<file path="config.mk">
export PLATFORM = sky130hd
export DESIGN_NAME = spi_aes_master
export DESIGN_NICKNAME = d
export VERILOG_FILES = /design/src/rtl/spi_aes_pkg.sv /design/src/rtl/spi_aes_master_sclk_gen.sv /design/src/rtl/spi_aes_master.sv
export SDC_FILE = /design/constraint.sdc
export NUM_CORES = 1
export LEC_CHECK = 0
export ABC_CLOCK_PERIOD_IN_PS = 4550
export CAP_MARGIN = 20
export CORE_ASPECT_RATIO = 1.4
export CORE_UTILIZATION = 57
export CTS_BUF_LIST = sky130_fd_sc_hd__clkbuf_16
export DETAILED_ROUTE_END_ITERATION = 10
export PLACE_DENSITY = 0.85
export SLEW_MARGIN = 15
export SYNTH_ARGS = -nofsm -noshare
export SYNTH_HDL_FRONTEND = slang
export SYNTH_HIERARCHICAL = 1
export SYNTH_SLANG_ARGS = --single-unit
</file>
<file path="constraint.sdc">
create_clock -name clk -period 4.55 [get_ports clk]
set_input_delay 0.6825 -clock clk [delete_from_list [all_inputs] [get_ports clk]]
set_output_delay 0.6825 -clock clk [all_outputs]
set_load 0.005 [all_outputs]
</file>
<file path="src/rtl/spi_aes_pkg.sv">
// Shared definitions for the SPI AES master.
// Provides the FSM state encoding, the mode constants and a helper that sizes
// the outbound frame ({data_in, key}) from the key length in 32-bit words.
package spi_aes_pkg;

  // FSM state encoding.
  localparam logic [2:0] ST_IDLE = 3'd0;
  localparam logic [2:0] ST_SEND = 3'd1;
  localparam logic [2:0] ST_WAIT = 3'd2;
  localparam logic [2:0] ST_RECV = 3'd3;
  localparam logic [2:0] ST_DONE = 3'd4;

  // Operation select; also indexes the chip select of the matching slave.
  localparam logic MODE_ENC = 1'b0;
  localparam logic MODE_DEC = 1'b1;

  // Outbound frame length in bits: one 128-bit block followed by the key.
  function automatic int unsigned frame_bits(input int unsigned nk);
    return 128 + nk * 32;
  endfunction

endpackage

</file>
<file path="src/rtl/spi_aes_master_sclk_gen.sv">
// SPI clock divider (mode 0, idles low).
// Ports:
//   clk  - system clock
//   rst  - synchronous active-high reset
//   en   - run the divider; when low sclk is forced low and the phase restarts
//   sclk - SPI clock, CLK_DIV clk cycles per half period
//   rise - high in the clk cycle whose closing edge drives sclk high
//   fall - high in the clk cycle whose closing edge drives sclk low
module spi_sclk_gen #(
  parameter int unsigned CLK_DIV = 1
) (
  input  logic clk,
  input  logic rst,
  input  logic en,
  output logic sclk,
  output logic rise,
  output logic fall
);

  if (CLK_DIV == 0) begin : g_bad_div
    $error("CLK_DIV must be at least 1");
  end

  localparam int unsigned CW = (CLK_DIV > 1) ? $clog2(CLK_DIV) : 1;
  localparam logic [CW-1:0] LAST = CW'(CLK_DIV - 1);

  logic [CW-1:0] cnt_q;
  logic          sclk_q;
  logic          edge_now;

  assign edge_now = en && (cnt_q == LAST);
  assign rise     = edge_now && !sclk_q;
  assign fall     = edge_now && sclk_q;
  assign sclk     = sclk_q;

  always_ff @(posedge clk) begin
    if (rst || !en) begin
      cnt_q  <= '0;
      sclk_q <= 1'b0;
    end else if (edge_now) begin
      cnt_q  <= '0;
      sclk_q <= ~sclk_q;
    end else begin
      cnt_q  <= cnt_q + 1'b1;
    end
  end

endmodule

</file>
<file path="src/rtl/spi_aes_master.sv">
// SPI master that ships {data_in, key} to an external AES slave and reads the
// 128-bit result back.
// Ports:
//   clk, rst          - clock and synchronous active-high reset
//   start, mode       - request a transaction; 0 = encrypt, 1 = decrypt
//   data_in, key      - block and NK*32-bit key latched on acceptance
//   data_out, done    - result block, valid with the one-cycle done pulse
//   busy              - high whenever the FSM is not idle
//   sclk, mosi, miso  - SPI mode 0 bus
//   cs_n              - active-low selects: [0] cipher, [1] inverse cipher
module spi_aes_master
  import spi_aes_pkg::*;
#(
  parameter int unsigned NK        = 4,
  parameter int unsigned CLK_DIV   = 1,
  parameter int unsigned SLAVE_LAT = 0
) (
  input  logic            clk,
  input  logic            rst,
  input  logic            start,
  input  logic            mode,
  input  logic [127:0]    data_in,
  input  logic [NK*32-1:0] key,
  output logic [127:0]    data_out,
  output logic            done,
  output logic            busy,
  output logic            sclk,
  output logic            mosi,
  input  logic            miso,
  output logic [1:0]      cs_n
);

  if (!(NK == 4 || NK == 6 || NK == 8)) begin : g_bad_nk
    $error("NK must be 4, 6 or 8");
  end

  localparam int unsigned F         = frame_bits(NK);
  localparam logic [31:0] SEND_LAST = 32'(F - 1);
  localparam logic [31:0] WAIT_LAST = (SLAVE_LAT == 0) ? 32'd0 : 32'(SLAVE_LAT - 1);
  localparam logic [31:0] RECV_LAST = 32'd127;

  logic [2:0]   state_q, state_d;
  logic         mode_q, mode_d;
  logic [F-1:0] sreg_q, sreg_d;
  logic [127:0] rx_q, rx_d;
  logic [31:0]  cnt_q, cnt_d;
  logic [127:0] data_out_q, data_out_d;
  logic         done_q, done_d;

  logic sclk_en, sclk_rise, sclk_fall, bus_active;

  // Divider runs only while the bus is in use.
  assign sclk_en    = (state_q != ST_IDLE) && (state_q != ST_DONE);
  assign bus_active = sclk_en;

  spi_sclk_gen #(
    .CLK_DIV (CLK_DIV)
  ) u_sclk_gen (
    .clk  (clk),
    .rst  (rst),
    .en   (sclk_en),
    .sclk (sclk),
    .rise (sclk_rise),
    .fall (sclk_fall)
  );

  always_comb begin
    state_d    = state_q;
    mode_d     = mode_q;
    sreg_d     = sreg_q;
    rx_d       = rx_q;
    cnt_d      = cnt_q;
    data_out_d = data_out_q;
    done_d     = 1'b0;

    case (state_q)
      ST_IDLE: begin
        // Holding off while done is high keeps each result visible for its pulse.
        if (start && !done_q) begin
          sreg_d  = {data_in, key};
          mode_d  = mode;
          cnt_d   = '0;
          state_d = ST_SEND;
        end
      end
      ST_SEND: begin
        if (sclk_fall) begin
          sreg_d = sreg_q << 1;
          if (cnt_q == SEND_LAST) begin
            cnt_d   = '0;
            state_d = (SLAVE_LAT == 0) ? ST_RECV : ST_WAIT;
          end else begin
            cnt_d = cnt_q + 32'd1;
          end
        end
      end
      ST_WAIT: begin
        if (sclk_fall) begin
          if (cnt_q == WAIT_LAST) begin
            cnt_d   = '0;
            state_d = ST_RECV;
          end else begin
            cnt_d = cnt_q + 32'd1;
          end
        end
      end
      ST_RECV: begin
        if (sclk_rise) begin
          rx_d = {rx_q[126:0], miso};
        end
        if (sclk_fall) begin
          if (cnt_q == RECV_LAST) begin
            cnt_d   = '0;
            state_d = ST_DONE;
          end else begin
            cnt_d = cnt_q + 32'd1;
          end
        end
      end
      ST_DONE: begin
        data_out_d = rx_q;
        done_d     = 1'b1;
        state_d    = ST_IDLE;
      end
      default: begin
        state_d = ST_IDLE;
      end
    endcase
  end

  always_ff @(posedge clk) begin
    if (rst) begin
      state_q    <= ST_IDLE;
      mode_q     <= MODE_ENC;
      sreg_q     <= '0;
      rx_q       <= '0;
      cnt_q      <= '0;
      data_out_q <= '0;
      done_q     <= 1'b0;
    end else begin
      state_q    <= state_d;
      mode_q     <= mode_d;
      sreg_q     <= sreg_d;
      rx_q       <= rx_d;
      cnt_q      <= cnt_d;
      data_out_q <= data_out_d;
      done_q     <= done_d;
    end
  end

  assign busy     = (state_q != ST_IDLE);
  assign done     = done_q;
  assign data_out = data_out_q;
  assign mosi     = (state_q == ST_SEND) ? sreg_q[F-1] : 1'b0;
  assign cs_n     = {~(bus_active && (mode_q == MODE_DEC)),
                     ~(bus_active && (mode_q == MODE_ENC))};

endmodule

</file>
==> flow_summary.yaml <==
run_status:
  status: "finished clean"
global_route:
  first_global_vias: 20000
  grt_usage: 0.298
  grt_pass1_wl_mm: 98.5
  grt_max_degree: 206
  grt_overflow_total: 0
  antenna_found_initial: 30
logic_synthesis:
  synth_area_um2: 22900
  synth_edf_count: 0
  yosysMostFrequentCell: "nand2_1"
  synth-async-reset-ratio: 0
  synthTopCellsByCount: "1045 x nand2_1, 551 x dfxtp_1, 294 x nor2_1, 261 x a21oi_1, 180 x a311oi_2"
  yosysSeqAreaShare: 0.481
  synth-main-ff-cell: "dfxtp_1"
  yosys.area.top_type_share: 0.481
  syn-num-nets: 3050
  yosys.area.top_type: "dfxtp_1"
  synth-seq-cells: 551
  ys_top_cells_by_area: "dfxtp_1 48%, nand2_1 17%, a311oi_2 12%"
  syn_inst: 2787
  yosys_warnings: 6
  synth.distinct_cells: 49
  avgSynthCellArea_um2: 8.22
final_layout:
  layout-drive-gt1-share: 0.0978
  fillerInstances: 2931
  area_growth_pct: 24.4
  final_nets: 3289
worst_setup_path:
  cp-endpoint: "sreg_q[238]"
  reg2reg_from: "state_q[0]"
  r2r_slack_ns: 1.39
  critPathLaunch: "state_q[0]"
  crit_fanout: 72
  worstSetupStartpointType: "flop"
  r2r_cells: 9
  required_ns: 5.02
  r2r_end: "sreg_q[238]"
  path_class: "reg2reg"
  worstPathArrival_ns: 3.64
  end_kind: "flop"
pwr:
  pwr-share-clk: 0.401
  p_seq_frac: 0.474
  power_switching_mw: 2.83
  swShare: 0.257
  p_leak_nw: 9.79
  max-vdd-ir-drop_v: 0.000360
  p_comb_frac: 0.125
  p_int_mw: 8.19
  power_density_nw_per_um2: 386
sta:
  final-hold-violation-count: 0
  drv_slew: 0
  finalSetupTns_ns: 0
  worst_slack_ns: 1.39
  worstMarginPinSlew_ns: 1.07
  relSlewSlack: 0.289
  period_needed_ns: 3.16
  post-route-period-util: 0.695
  clock.fmax_ghz: 0.316
  setup_violations: 0
  finClkSkew_ns: 0.0193
  rsz0062_at_grt: "false"
place:
  port_buffers: 394
  place_ws_ns: 1.43
  hpwl_mm: 40.6
  gp_congestion: 0.863
routing:
  dr.pass1.iters: 9
  viasPerCell: 5.69
  drtIter0Drc: 1374
  vias: 20600
  drc: 0
  wl_per_cell_um: 17.4
  drt-total-wl_mm: 63.1
  postRouteAntennaNets: 0
clocking:
  cts_resized: 0
  insertion_delay_ns: 0.60
  path_clk_slew_ns: 0.07
  clockBufferDepth: 3
  cts_buffers: 50
  cts_tree: "built"
  clockRootBuffer: "clkbuf_16"
  h-tree-depth: 2
  cts_num_sinks: 551
  ctsHoldBuffers: 0
  post_cts_buffers: 0
die:
  coreArea_um2: 39500
  dieArea_um2: 41000
  row_count: 86
  pin_count: 395
  initial_core_util: 0.580
  die_height_um: 239
  die_w_um: 171
job:
  drv_cap: 0
worst_hold_path:
  holdCritPathClass: "reg2reg"
kinds of logic after synthesis:
logic type / synth area share
other: 0.000164
adders and majority gates: 0.00109
buffers and inverters: 0.0538
xor gates and xnor gates: 0.00841
and+or+nand+nor: 0.243
DFF: 0.481
muxes: 0.00131
AOI/OAI and AO/OA: 0.211
cell type report:
class / instances / area [um2] / area share
Sequential cell: 551 / 11000 / 0.387
Multi-Input combinational cell: 1988 / 10700 / 0.375
Timing Repair Buffer: 425 / 4310 / 0.151
Clock buffer: 50 / 1250 / 0.0439
Tap cell: 528 / 661 / 0.0232
Clock inverter: 43 / 460 / 0.0161
Antenna cell: 30 / 75.1 / 0.00263
Inverter: 10 / 37.5 / 0.00132
worst max-delay path, stage by stage, from the launching register on:
cell      delay (ns)
dfxtp_1         0.57
nor2_1          0.19
inv_1           0.13
and3b_2         0.23
nand2_1         0.08
nor3_1          0.30
or2_4           0.68
buf_12          0.39
nor2_1          0.07
a311oi_1        0.30
worst min-delay path by stage:
| stage | start | endpoint | slack [ns] | cells after the start |
|---|---|---|---|---|
| floorplan | rx_q[127] | data_out[127] | 0.43 | 2 |
| global placement | data_out[100] | data_out[100] | 0.44 | 2 |
| detailed placement | data_out[60] | data_out[60] | 0.45 | 2 |
| CTS | data_out[60] | data_out[60] | 0.45 | 2 |
| global route | data_out[95] | data_out[95] | 0.47 | 2 |
| finish | data_out[60] | data_out[60] | 0.45 | 2 |
placed cells by master (no fill, tap or decap), types with 4 or more instances in the layout:
master           count
buf_4               21
nand2_1           1042
nand3_1             19
xnor2_1             10
xor2_1              12
bufinv_16            9
clkinv_1            15
a311oi_1            75
inv_1               18
clkinv_2             5
dfxtp_1            551
nor4_1              13
nand4_1             11
clkbuf_16           50
a21oi_1            261
buf_12              10
a311oi_2           180
a31oi_1             11
nor3_1               6
nor2_1             294
and4_1               4
clkdlybuf4s50_1    393
diode_2             30
and3_1               7
flip-flops by register name (all words and copies together) (netlist names):
name / cells
u_sclk_gen/cnt_q: 1
mode_q: 1
cnt_q: 32
done: 1
u_sclk_gen/sclk: 1
sreg_q: 256
data_out: 128
state_q: 3
rx_q: 128
power by group through the flow:
stage	sequential, mW	clock, mW	combinational (mW)
after floorplan	5.27	0	1.00
after global placement	5.30	0	1.31
after detailed placement	5.31	0	1.36
after CTS	5.21	4.47	1.38
after global routing	5.24	4.66	1.50
final	5.22	4.41	1.38
per-stage QoR:
stage	cells	total power, mW	utilization	instance area, um2	hold WS [ns]
global route	3625	11.4	0.722	28500	0.470
detailed placement	3502	6.68	0.677	26700	0.446
global placement	3501	6.61	0.677	26700	0.442
finish	3625	11.0	0.722	28500	0.453
CTS	3595	11.1	0.720	28400	0.455
floorplan	2787	6.27	-	22900	0.432
routing by layer:
metal	GRT usage	vias up	routed length (um)
met4	0.206	2	3750
li1	-	9909	-
met5	0	-	9
met3	0.0722	195	4260
met1	0.314	9833	23200
met2	0.517	683	31800
Note: power is estimated with default switching activity, not from simulation.
